[src/rtl/traffic_pkg.sv]
// Shared encodings for the traffic-light monitor: phases, fault causes, FSM states
// and the width constants used by the monitor datapath.
package traffic_pkg;

    localparam int unsigned TimeW  = 6;
    localparam int unsigned CycleW = 8;
    localparam int unsigned LampW  = 6;

    localparam logic [TimeW-1:0] DurMax = 6'd63;

    typedef enum logic [2:0] {
        PhNone = 3'd0,
        PhHgFr = 3'd1,
        PhHyFr = 3'd2,
        PhHrFg = 3'd3,
        PhHrFy = 3'd4
    } phaseT;

    typedef enum logic [2:0] {
        FcNone    = 3'd0,
        FcIllegal = 3'd1,
        FcOrder   = 3'd2,
        FcShort   = 3'd3,
        FcStuck   = 3'd4
    } faultT;

    typedef enum logic [1:0] {
        StSync  = 2'd0,
        StTrack = 2'd1,
        StFault = 2'd2
    } stateT;

    // Successor of a legal phase in the only permitted rotation.
    function automatic phaseT nextPhase(input phaseT p);
        phaseT n;
        n = PhNone;
        case (p)
            PhHgFr:  n = PhHyFr;
            PhHyFr:  n = PhHrFg;
            PhHrFg:  n = PhHrFy;
            PhHrFy:  n = PhHgFr;
            default: n = PhNone;
        endcase
        return n;
    endfunction

    function automatic logic isGreen(input phaseT p);
        return (p == PhHgFr) || (p == PhHrFg);
    endfunction

endpackage

[src/rtl/lamp_decode.sv]
// Combinational decode of the registered lamp vector {HR,HY,HG,FR,FY,FG}
// into a phase code plus a legal flag.
module lamp_decode
    import traffic_pkg::*;
(
    input  logic [LampW-1:0] lampVec_i,
    output phaseT            phase_o,
    output logic             legal_o
);

    always_comb begin
        phase_o = PhNone;
        legal_o = 1'b0;
        case (lampVec_i)
            6'b001100: begin phase_o = PhHgFr; legal_o = 1'b1; end
            6'b010100: begin phase_o = PhHyFr; legal_o = 1'b1; end
            6'b100001: begin phase_o = PhHrFg; legal_o = 1'b1; end
            6'b100010: begin phase_o = PhHrFy; legal_o = 1'b1; end
            default:   begin phase_o = PhNone; legal_o = 1'b0; end
        endcase
    end

endmodule

[src/rtl/traffic_light_monitor.sv]
// Observes a traffic-light controller's lamp drives, tracks phase order and duration,
// and latches the first fault (illegal lamps, bad order, short phase, stuck phase).
module traffic_light_monitor
    import traffic_pkg::*;
(
    input  logic              clk,
    input  logic              rst,
    input  logic              HR,
    input  logic              HY,
    input  logic              HG,
    input  logic              FR,
    input  logic              FY,
    input  logic              FG,
    input  logic [TimeW-1:0]  ShortTime_i,
    input  logic [TimeW-1:0]  LongTime_i,
    input  logic              clr_i,
    output logic [2:0]        phase_o,
    output logic              phase_valid_o,
    output logic [TimeW-1:0]  dur_o,
    output logic              dur_valid_o,
    output logic [CycleW-1:0] cycle_cnt_o,
    output logic              fault_o,
    output logic [2:0]        fault_code_o
);

    logic [LampW-1:0]  lampQ;
    phaseT             decPhase;
    logic              decLegal;

    stateT             stateQ, stateD;
    phaseT             phaseQ, phaseD;
    logic [TimeW-1:0]  cntQ, cntD;
    logic [TimeW-1:0]  durQ, durD;
    logic              durValidQ, durValidD;
    logic              partialQ, partialD;
    logic [CycleW-1:0] cycleQ, cycleD;
    faultT             codeQ, codeD;

    logic [TimeW-1:0]  limit;
    logic [TimeW-1:0]  cntInc;
    logic              shortViol;

    lamp_decode u_lamp_decode (
        .lampVec_i (lampQ),
        .phase_o   (decPhase),
        .legal_o   (decLegal)
    );

    always_ff @(posedge clk or posedge rst) begin
        if (rst) begin
            lampQ <= '0;
        end else begin
            lampQ <= {HR, HY, HG, FR, FY, FG};
        end
    end

    // A zero limit disables the short check for that phase class.
    always_comb begin
        limit     = isGreen(phaseQ) ? LongTime_i : ShortTime_i;
        shortViol = !partialQ && (limit != '0) && (cntQ < limit);
        cntInc    = (cntQ == DurMax) ? DurMax : cntQ + 1'b1;
    end

    always_comb begin
        stateD    = stateQ;
        phaseD    = phaseQ;
        cntD      = cntQ;
        durD      = durQ;
        durValidD = 1'b0;
        partialD  = partialQ;
        cycleD    = cycleQ;
        codeD     = codeQ;

        if (clr_i) begin
            stateD   = StSync;
            phaseD   = PhNone;
            cntD     = '0;
            partialD = 1'b1;
            codeD    = FcNone;
        end else begin
            unique case (stateQ)
                StSync: begin
                    if (decLegal) begin
                        stateD   = StTrack;
                        phaseD   = decPhase;
                        cntD     = 6'd1;
                        partialD = 1'b1;
                    end
                end
                StTrack: begin
                    if (!decLegal) begin
                        stateD = StFault;
                        codeD  = FcIllegal;
                    end else if (decPhase == phaseQ) begin
                        cntD = cntInc;
                        if (cntInc == DurMax) begin
                            stateD = StFault;
                            codeD  = FcStuck;
                        end
                    end else if (decPhase != nextPhase(phaseQ)) begin
                        stateD = StFault;
                        codeD  = FcOrder;
                    end else if (shortViol) begin
                        stateD = StFault;
                        codeD  = FcShort;
                    end else begin
                        phaseD   = decPhase;
                        cntD     = 6'd1;
                        partialD = 1'b0;
                        if (!partialQ) begin
                            durD      = cntQ;
                            durValidD = 1'b1;
                        end
                        if (phaseQ == PhHrFy) begin
                            cycleD = cycleQ + 1'b1;
                        end
                    end
                end
                StFault: begin
                    stateD = StFault;
                end
                default: begin
                    stateD = StSync;
                end
            endcase
        end
    end

    always_ff @(posedge clk or posedge rst) begin
        if (rst) begin
            stateQ    <= StSync;
            phaseQ    <= PhNone;
            cntQ      <= '0;
            durQ      <= '0;
            durValidQ <= 1'b0;
            partialQ  <= 1'b1;
            cycleQ    <= '0;
            codeQ     <= FcNone;
        end else begin
            stateQ    <= stateD;
            phaseQ    <= phaseD;
            cntQ      <= cntD;
            durQ      <= durD;
            durValidQ <= durValidD;
            partialQ  <= partialD;
            cycleQ    <= cycleD;
            codeQ     <= codeD;
        end
    end

    assign phase_o       = phaseQ;
    assign phase_valid_o = (stateQ == StTrack);
    assign dur_o         = durQ;
    assign dur_valid_o   = durValidQ;
    assign cycle_cnt_o   = cycleQ;
    assign fault_o       = (stateQ == StFault);
    assign fault_code_o  = codeQ;

endmodule

[config.mk]
export PLATFORM = sky130hd
export DESIGN_NAME = traffic_light_monitor
export DESIGN_NICKNAME = d
export VERILOG_FILES = /design/src/rtl/traffic_pkg.sv /design/src/rtl/lamp_decode.sv /design/src/rtl/traffic_light_monitor.sv
export SDC_FILE = /design/constraint.sdc
export NUM_CORES = 1
export LEC_CHECK = 0
export ABC_AREA = 1
export CORE_MARGIN = 2
export CORE_UTILIZATION = 53
export CTS_CLUSTER_SIZE = 24
export DETAILED_ROUTE_END_ITERATION = 16
export HOLD_SLACK_MARGIN = 0.02
export PLACE_DENSITY = 0.86
export SETUP_SLACK_MARGIN = 0.02
export SLEW_MARGIN = 25
export SYNTH_ARGS = -nofsm -noshare
export SYNTH_HDL_FRONTEND = slang
export SYNTH_HIERARCHICAL = 1
export SYNTH_SLANG_ARGS = --single-unit
[constraint.sdc]
create_clock -name clk -period 2.51 [get_ports clk]
set_input_delay 0.753 -clock clk [delete_from_list [all_inputs] [get_ports clk]]
set_output_delay 0.753 -clock clk [all_outputs]
set_load 0.01 [all_outputs]
==> impl_metrics.env, run 1 <==
export IMPL_hpwlAfterDp_um=3914
export IMPL_cts_tree="done"
export IMPL_ys_ff_latch=36
export IMPL_detail_route_antenna_nets=0
export IMPL_synthArstFlopShare_pct=100.0
export IMPL_dp_cells=429
export IMPL_ys_flop_type="dfrtp_1"
export IMPL_layout_commonest_cell="nand2_1"
export IMPL_p_leak_nw=1.637
export IMPL_hold_buffers=0
export IMPL_finClkSkew_ns=0.01072
export IMPL_via_count=2262
export IMPL_ys_types=35
export IMPL_yosys_warnings=6
export IMPL_period_needed_ns=2.408
export IMPL_power_density_mw_per_mm2=500.6
export IMPL_remaining_drc_errors=0
export IMPL_crit_fanout=10
export IMPL_syn_inst=329
export IMPL_avgSynthCellArea_um2=7.386
export IMPL_cp_cell_sequence="clkdlybuf4s50_1, nand3_1, nand2_1, inv_1, ha_1, nand2_1, nor2_1, nand2_1, nand3_4, nand4_2, buf_12, xnor2_2"
export IMPL_use_met2_pct=36.73
export IMPL_grt_met1_usage_pct=25.61
export IMPL_grt_pass1_vias=2077
export IMPL_grt_max_degree=37
export IMPL_grt_setup_unrepaired="true"
export IMPL_synth_nets=360
export IMPL_drtIter0Drc=94
export IMPL_max_freq_mhz=415.3
export IMPL_post_route_util_pct=71.23
export IMPL_diodes=0
export IMPL_initial_utilization_pct=55.42
export IMPL_worst_path_most_repeated_cell="nand2_1"
export IMPL_crit_slowest_cell="clkdlybuf4s50_1"
export IMPL_die_area_mm2=0.005142
export IMPL_status="finished, final reports clean"
export IMPL_io_pins=44
export IMPL_place_congestion=0.9201
export IMPL_numCtsBuffers=5
export IMPL_clkTransAtPathRegs_ns=0.07
export IMPL_cts_htree_levels=2
export IMPL_cp_endpoint="cycle_cnt_o[0]$_DFFE_PP0P_"
export IMPL_synth_edf_count=0
export IMPL_critPathKind="in2reg"
export IMPL_setup_worst_path_start_class="input port"
export IMPL_rr_startpoint="phase_o[0]$_DFFE_PP0P_"
export IMPL_drive_gt1_share_pct=17.57
export IMPL_grt_pass1_wl_um=8535
export IMPL_cp_end_kind="flop"
export IMPL_clock_sinks=36
export IMPL_synth_area_leaders="dfrtp_1 (36%), nand2_1 (17%), inv_1 (7.0%)"
export IMPL_critPathBufInv=3
export IMPL_wire_per_inst_um=11.86
export IMPL_syn_to_final_growth_pct=28.53
export IMPL_clkLatencyLatePin_ns=0.30
export IMPL_top_usage_layer="met2"
export IMPL_netlist_area_mm2=0.002430
export IMPL_routed_wl_um=5206
export IMPL_critPathRequiredTime_ns=2.69
export IMPL_antenna_found_initial=0
export IMPL_regToRegSetupSlack_ns=0.28
export IMPL_track_usage_pct=20.96
export IMPL_maxSlewViolCount=0
export IMPL_overflow=0
export IMPL_hp_class="reg2reg"
export IMPL_port_buffers=43
export IMPL_setup_tns_ns=0
export IMPL_use_met3_pct=4.641
export IMPL_cts_root_buffer="clkbuf_8"
export IMPL_via_per_inst=5.153
export IMPL_setup_viol=0
export IMPL_cp_arrival_ns=2.58
export IMPL_drt_pass1_iterations=4
export IMPL_most_common_layout_cells="nand2_1 (106), inv_1 (45), clkdlybuf4s50_1 (43), dfrtp_1 (35), nand3_1 (25)"
export IMPL_hold_violations=0
export IMPL_fp_row_count=24
export IMPL_final_nets=417
export IMPL_r2r_end="cycle_cnt_o[0]$_DFFE_PP0P_"
export IMPL_yosysSeqAreaShare_pct=37.13
export IMPL_worst_path_stages=12
export IMPL_reg2reg_depth=13
export IMPL_cts_buffer_depth=2
export IMPL_relSlewSlack_pct=69.54
export IMPL_ir_drop_mv=0.4072
export IMPL_instances_no_fill=439
export IMPL_die_width_um=71.71
export IMPL_die_y_um=71.71
export IMPL_cap_violations=0
export IMPL_worst_pin_slew_ns=0.4569
export IMPL_core_area_mm2=0.004384
export IMPL_synth_top_area_share_pct=36.05
export IMPL_crit_path_start="LongTime_i[5]"
export IMPL_synth_top_cell_by_area="dfrtp_1"
export IMPL_slowest_delay_ns=0.45
export IMPL_period_share_pct=95.94
export IMPL_cp_top_family="simple AND/OR/NAND/NOR gates"
## Yosys cell counts (all sizes together), types with 3 or more instances
cell / number
ha: 10
nor2: 27
a21oi: 6
inv: 48
xnor2: 7
nor3: 3
nand4: 10
nand2: 124
buf: 4
dfrtp: 35
o21ai: 12
nand3: 33
## state kept, by name (all words and copies together) (netlist names)
| name | cells |
|---|---|
| fault_code_o | 3 |
| cntQ | 6 |
| dur_o | 6 |
| dur_valid_o | 1 |
| partialQ | 1 |
| phase_o | 3 |
| stateQ | 2 |
| lampQ | 6 |
| cycle_cnt_o | 8 |
## per-layer routing
layer / vias up / share of wire [%] / wire length [µm]
met2: 60 / 50 / 2612
li1: 1151 / - / -
met5: - / 0 / 0
met4: 0 / 1.2 / 64
met3: 8 / 4.9 / 256
met1: 1043 / 44 / 2272
## logic make-up (layout without fill, tap and decap cells)
family                   Yosys count  after routing  share of synthesized area, %
AO/OA/AOI/OAI                     22             22                         6.385
XOR/XNOR                           8              8                         3.193
adder cells (fa/ha/maj)           10             10                         5.149
buffers and inverters             52            110                         9.062
flip-flops                        36             36                         37.13
AND/OR/NAND/NOR                  201            201                         39.08
## worst min-delay path, stage by stage, from the launching register on
cell and delay, ns:
dfrtp_1 0.34, nand2_1 0.05, nand2_1 0.05
## worst min-delay path by stage
stage                                      from                    end  slack [ns]  cells after the start
after floorplan           stateQ[1]$_DFFE_PP0P_  stateQ[1]$_DFFE_PP0P_        0.47                      2
after global placement     dur_o[1]$_DFFE_PP0P_   dur_o[1]$_DFFE_PP0P_        0.46                      2
after detailed placement   dur_o[1]$_DFFE_PP0P_   dur_o[1]$_DFFE_PP0P_        0.46                      2
after CTS                  dur_o[1]$_DFFE_PP0P_   dur_o[1]$_DFFE_PP0P_        0.48                      2
after global routing       dur_o[2]$_DFFE_PP0P_   dur_o[2]$_DFFE_PP0P_        0.51                      2
final                      dur_o[1]$_DFFE_PP0P_   dur_o[1]$_DFFE_PP0P_        0.48                      2
## power by group
group          internal (mW)  switching (mW)
Sequential             0.616          0.0426
Clock                  0.223           0.212
Combinational          0.195           0.274
Total                   1.03           0.529
## per-stage QoR
stage          power (mW)  cell area, µm²  hold slack [ns]  setup slack (ns)
2_1_floorplan      0.9544            2430           0.4665            0.3705
3_3_place_gp        1.104            2970           0.4609           -0.1856
3_5_place_dp        1.118            2970           0.4648           -0.2665
4_1_cts             1.558            3064           0.4846           0.03925
5_1_grt             1.656            3123           0.5139         -0.003997
6_report            1.563            3123           0.4798            0.1019
## repair_timing
| item | CTS | global route |
|---|---|---|
| buffers inserted | 0 | 2 |
| resized for setup | 0 | 9 |
| endpoints found under the setup margin | 0 | 28 |
## layout make-up
class,instances,area [µm²]
inverter,48,185.2
fill,364,1261
multi-input combinational,241,1351
tap,52,65.06
clock buffer,7,86.33
clock inverter,1,7.507
timing repair buffer,54,525.5
sequential,36,902.1
Power figures use the tool's default switching activity.
==> inputs of run 2 (changes only) <==
Settings changed: CORE_UTILIZATION 53 to 55, DONT_BUFFER_PORTS from default to 1, GPL_ROUTABILITY_DRIVEN from default to 0, PLACE_DENSITY 0.86 to 0.78.
Clock period 2.51 ns to 2 ns, I/O delays scaled along.
==> run 2 against run 1 <==
  * The run now ends with setup timing left
  * Clock power increased by 46%
  * Clock skew decreased by 0.0049 ns
  * Cell count decreased by 5.9%
  * Sequential share of layout area increased by 1.4 points
  * Sequential power increased by 24%
  * Largest cell class unchanged
  * Highest routed layer unchanged
==> impl_metrics.env, run 2 (same netlist as run 1, synthesis figures left out) <==
export IMPL_diodes=0
export IMPL_routed_wl_um=5252
export IMPL_power_density_mw_per_mm2=689.8
export IMPL_rr_startpoint="phase_o[0]$_DFFE_PP0P_"
export IMPL_fin_ws_ns=-0.1705
export IMPL_maxSlewViolCount=0
export IMPL_numCtsBuffers=5
export IMPL_hold_buffers=0
export IMPL_io_pins=44
export IMPL_largest_reg_flops=8
export IMPL_initial_utilization_pct=56.59
export IMPL_hold_violations=0
export IMPL_status="finished, violations left"
export IMPL_setup_tns_ns=-3.510
export IMPL_final_nets=391
export IMPL_clkLatencyLatePin_ns=0.29
export IMPL_cp_top_family="simple AND/OR/NAND/NOR gates"
export IMPL_detail_route_antenna_nets=0
export IMPL_via_per_inst=5.337
export IMPL_track_usage_pct=22.36
export IMPL_setup_worst_path_start_class="flop"
export IMPL_period_share_pct=108.5
export IMPL_die_width_um=70.47
export IMPL_cap_violations=0
export IMPL_clock_sinks=36
export IMPL_core_area_mm2=0.004294
export IMPL_syn_to_final_growth_pct=22.86
export IMPL_crit_slowest_cell="dfrtp_2"
export IMPL_pre_cts_ws_ns=-0.1991
export IMPL_r2r_end="cycle_cnt_o[0]$_DFFE_PP0P_"
export IMPL_drt_pass1_iterations=4
export IMPL_crit_fanout=6
export IMPL_holdWs_ns=0.2974
export IMPL_via_count=2204
export IMPL_use_met2_pct=37.32
export IMPL_slowest_delay_ns=0.45
export IMPL_most_common_layout_cells="nand2_1 (88), inv_1 (41), dfrtp_1 (33), nand2_2 (31), nand3_1 (25)"
export IMPL_failed_checks="setup timing"
export IMPL_use_met3_pct=5.339
export IMPL_worst_pin_slew_ns=0.4509
export IMPL_critPathKind="reg2reg"
export IMPL_antenna_found_initial=0
export IMPL_relSlewSlack_pct=69.94
export IMPL_finClkSkew_ns=0.005790
export IMPL_cp_arrival_ns=2.35
export IMPL_drive_gt1_share_pct=31.58
export IMPL_die_area_mm2=0.004965
export IMPL_reg2reg_depth=13
export IMPL_ir_drop_mv=0.4847
export IMPL_cp_cell_sequence="inv_4, nor2_4, nand2_1, nand2_2, inv_2, ha_4, nand4_1, nand3_1, a21oi_2, nand3_4, nand4_4, buf_6, xnor2_2"
export IMPL_cts_buffer_depth=2
export IMPL_grt_max_degree=37
export IMPL_top_usage_layer="met2"
export IMPL_regToRegSetupSlack_ns=-0.17
export IMPL_die_y_um=70.47
export IMPL_wire_per_inst_um=12.72
export IMPL_drtIter0Drc=135
export IMPL_critPathBufInv=3
export IMPL_period_needed_ns=2.171
export IMPL_hpwlAfterDp_um=3779
export IMPL_cts_htree_levels=2
export IMPL_max_freq_mhz=460.7
export IMPL_cts_root_buffer="clkbuf_8"
export IMPL_layout_commonest_cell="nand2_1"
export IMPL_clkTransAtPathRegs_ns=0.07
export IMPL_critPathRequiredTime_ns=2.18
export IMPL_setup_viol=29
export IMPL_port_buffers=0
export IMPL_overflow=0
export IMPL_grt_pass1_vias=2117
export IMPL_grt_pass1_wl_um=8880
export IMPL_remaining_drc_errors=0
export IMPL_cp_end_kind="flop"
export IMPL_grt_met1_usage_pct=28.04
export IMPL_cts_tree="done"
export IMPL_grt_setup_unrepaired="true"
export IMPL_p_leak_nw=1.518
export IMPL_fp_row_count=24
export IMPL_hp_class="in2async"
export IMPL_fillCellCount=345
==> run 2: cell types whose count changed in the layout (fill, tap and decap cells not counted), moves of 4 or more <==
cell	delta
nand2_2	+17
inv_1	-4
nand2_1	-18
buf_6	+7
buf_4	+11
clkdlybuf4s50_1	-43
==> run 2: worst max path at each step <==
| stage | startpoint | endpoint | slack (ns) | depth (start not counted) |
|---|---|---|---|---|
| finish | phase_o[0]$_DFFE_PP0P_ | cycle_cnt_o[0]$_DFFE_PP0P_ | -0.17 | 13 |
| global route | phase_o[0]$_DFFE_PP0P_ | cycle_cnt_o[0]$_DFFE_PP0P_ | -0.27 | 13 |
| CTS | phase_o[0]$_DFFE_PP0P_ | cycle_cnt_o[0]$_DFFE_PP0P_ | -0.06 | 13 |
| detailed placement | phase_o[0]$_DFFE_PP0P_ | cycle_cnt_o[3]$_DFFE_PP0P_ | -0.20 | 14 |
| global placement | phase_o[0]$_DFFE_PP0P_ | cycle_cnt_o[0]$_DFFE_PP0P_ | -0.13 | 13 |
| floorplan | phase_o[0]$_DFFE_PP0P_ | cycle_cnt_o[0]$_DFFE_PP0P_ | 0.05 | 14 |
==> run 2: layout make-up <==
type	count	area [µm²]	share of cell area (%)
well taps	52	65.06	2.179
multi-input cells	241	1484	49.71
flip-flops and latches	36	904.6	30.30
clock inverters	2	35.03	1.174
clock buffers	6	72.57	2.431
inverters	48	187.7	6.287
repair buffers	28	236.5	7.921
==> run 2: stage by stage <==
stage,instance area (µm²),std cells,power [mW],utilization [%]
after floorplan,2449,329,1.201,-
after global placement,2633,398,1.338,61.31
after detailed placement,2633,398,1.351,61.31
after CTS,2902,413,2.026,67.57
after global routing,2985,413,2.184,69.52
final,2985,413,2.059,69.52
==> run 2: what timing repair did <==
item	CTS	global route
buffers inserted	7	0
setup endpoints to repair	30	30
gates resized for setup	25	23
pin swaps	15	11
cloned	0	0
==> run 2: report_power, final <==
part	internal (mW)	leakage [nW]	switching [mW]	total [mW]
Clock	0.370	0.0552	0.265	0.635
Combinational	0.229	0.986	0.381	0.610
Sequential	0.774	0.477	0.0407	0.814
==> run 2: per-layer routing <==
layer	vias up	share of wire, %
met3	11	4.5
met2	43	49
met5	-	0
met1	1038	44
li1	1112	-
met4	0	1.9
==> run 2: worst register-to-register path: stages, from the launching register on <==
cell and delay, ns:
dfrtp_2 0.45, inv_4 0.05, nor2_4 0.14, nand2_1 0.08, nand2_2 0.09, inv_2 0.05
ha_4 0.26, nand4_1 0.12, nand3_1 0.14, a21oi_2 0.06, nand3_4 0.13, nand4_4 0.16
buf_6 0.19, xnor2_2 0.12
==> inputs of run 3 (changes only) <==
Settings changed: PLACE_DENSITY 0.78 to 0.75.
Clock period 2 ns to 2.2 ns, I/O delays scaled along.
==> run 3 against run 2 <==
  * The run now ends clean
  * Clock skew about the same
  * Register-to-register slack better by 0.31 ns
  * First-iteration DRC count down 31%
  * Fmax up 5.4%
  * Die area unchanged
  * Sequential power down 7.9%
  * Design area down 4.9%
  * Critical endpoint is now cntQ[2]$_DFFE_PP0P_
  * Largest power group unchanged
==> impl_metrics.env, run 3 (same netlist as run 1, synthesis figures left out) <==
export IMPL_grt_pass1_wl_um=8631
export IMPL_via_count=2058
export IMPL_track_usage_pct=21.41
export IMPL_fillCellCount=364
export IMPL_hp_class="in2async"
export IMPL_cts_buffer_depth=2
export IMPL_finClkSkew_ns=0.006246
export IMPL_most_common_layout_cells="nand2_1 (104), inv_1 (42), dfrtp_1 (34), nand3_1 (25), nor2_1 (21)"
export IMPL_status="finished, final reports clean"
export IMPL_cts_htree_levels=2
export IMPL_port_buffers=0
export IMPL_max_freq_mhz=485.6
export IMPL_period_share_pct=93.61
export IMPL_cts_tree="done"
export IMPL_grt_pass1_vias=1998
export IMPL_critPathRequiredTime_ns=2.43
export IMPL_detail_route_antenna_nets=0
export IMPL_wire_per_inst_um=12.70
export IMPL_crit_fanout=7
export IMPL_cp_cell_sequence="buf_6, nand2_8, nand2_1, nand2_2, inv_2, ha_4, nand4_1, nand3_1, a21oi_2, nand3_4, nand2_4, nand2_8, nand2_8, nand2_1, nand2_1"
export IMPL_grt_setup_unrepaired="false"
export IMPL_diodes=0
export IMPL_setup_viol=0
export IMPL_worst_pin_slew_ns=0.4499
export IMPL_ir_drop_mv=0.4514
export IMPL_power_density_mw_per_mm2=650.3
export IMPL_overflow=0
export IMPL_clkTransAtPathRegs_ns=0.07
export IMPL_cts_root_buffer="clkbuf_8"
export IMPL_die_y_um=70.47
export IMPL_p_leak_nw=1.454
export IMPL_dp_cells=387
export IMPL_hpwlAfterDp_um=3678
export IMPL_cp_arrival_ns=2.29
export IMPL_crit_slowest_cell="dfrtp_1"
export IMPL_initial_utilization_pct=56.59
export IMPL_layout_commonest_cell="nand2_1"
export IMPL_syn_to_final_growth_pct=16.84
export IMPL_remaining_drc_errors=0
export IMPL_io_pins=44
export IMPL_instances_no_fill=397
export IMPL_cap_violations=0
export IMPL_setup_worst_path_start_class="flop"
export IMPL_clkLatencyLatePin_ns=0.29
export IMPL_hold_violations=0
export IMPL_die_area_mm2=0.004965
export IMPL_final_nets=375
export IMPL_via_per_inst=5.184
export IMPL_grt_max_degree=37
export IMPL_fp_row_count=24
export IMPL_numCtsBuffers=5
export IMPL_hold_buffers=0
export IMPL_cp_end_kind="flop"
export IMPL_die_width_um=70.47
export IMPL_critPathKind="reg2reg"
export IMPL_multi_input_area_mm2=0.001443
export IMPL_antenna_found_initial=0
export IMPL_drive_gt1_share_pct=22.90
export IMPL_routed_wl_um=5042
export IMPL_period_needed_ns=2.059
export IMPL_clock_sinks=36
export IMPL_total_power_mw=1.846
export IMPL_seq_area_um2=903.4
export IMPL_slowest_delay_ns=0.43
export IMPL_maxSlewViolCount=0
export IMPL_largest_reg_flops=8
export IMPL_drt_pass1_iterations=4
export IMPL_relSlewSlack_pct=70.00
export IMPL_setup_tns_ns=0
export IMPL_drtIter0Drc=93
export IMPL_core_area_mm2=0.004294
-- run 3: cell count changes in the layout (fill, tap and decap cells not counted), sizes merged --
cell and delta:
buf -16, clkbuf +1, inv -1
-- run 3: metrics by stage --
stage	hold slack (ns)	util [%]	setup slack, ns	cell area (µm²)
6_report	0.3635	66.11	0.1406	2839
5_1_grt	0.3811	66.11	0.004443	2839
4_1_cts	0.3777	62.35	0.05357	2678
3_5_place_dp	0.4936	59.32	0.0002143	2547
3_3_place_gp	0.4940	59.32	0.03177	2547
2_1_floorplan	0.4665	-	0.1225	2430
-- run 3: repair_timing --
action,CTS,global route
gates resized for setup,1,27
buffers inserted,0,2
pin swaps,0,9
setup endpoints to repair,6,28
-- run 3: area by class of cell --
class | instances | area share [%]
inverters | 48 | 6.611
multi-input cells | 241 | 50.82
clock inverters | 1 | 1.058
well taps | 52 | 2.292
clock buffers | 7 | 3.394
flip-flops and latches | 36 | 31.82
repair buffers | 12 | 4.011
-- run 3: metal layers --
metal / global-route usage, % / wire length (µm) / part of all wire, % / up-vias
li1: - / - / - / 1069
met1: 26.91 / 2212 / 44 / 944
met2: 36.90 / 2543 / 50 / 37
met3: 5.483 / 213 / 4.2 / 8
met4: 4.915 / 72 / 1.4 / 0
met5: 0 / 0 / 0 / -
-- run 3: worst paths after layout --
check	start	endpoint	slack [ns]	cells past startpoint
max in group asynchronous	rst	partialQ$_DFFE_PP1P_	1.49	2
worst min-delay path	rst	cycle_cnt_o[7]$_DFFE_PP0P_	0.36	2
worst min register to register	stateQ[1]$_DFFE_PP0P_	stateQ[1]$_DFFE_PP0P_	0.50	2
worst max register to register	phase_o[0]$_DFFE_PP0P_	cntQ[2]$_DFFE_PP0P_	0.14	15
min in group clk	FY	lampQ[1]$_DFF_PP0_	0.40	0
worst max-delay path	phase_o[0]$_DFFE_PP0P_	cntQ[2]$_DFFE_PP0P_	0.14	15
-- run 3: critical path, delay by kind of cell, from the launching register on --
| kind | cells | cell delay [ns] |
|---|---|---|
| AO/OA/AOI/OAI | 1 | 0.16 |
| flip-flops | 1 | 0.43 |
| adder cells (fa/ha/maj) | 1 | 0.21 |
| buffers and inverters | 2 | 0.20 |
| AND/OR/NAND/NOR | 11 | 1.00 |
-- run 3: where the power goes --
group / switching (mW) / total, mW / leakage (nW) / internal (mW)
Sequential: 0.0468 / 0.750 / 0.478 / 0.703
Clock: 0.232 / 0.632 / 0.0645 / 0.400
Combinational: 0.308 / 0.464 / 0.911 / 0.156
Total: 0.587 / 1.85 / 1.45 / 1.26
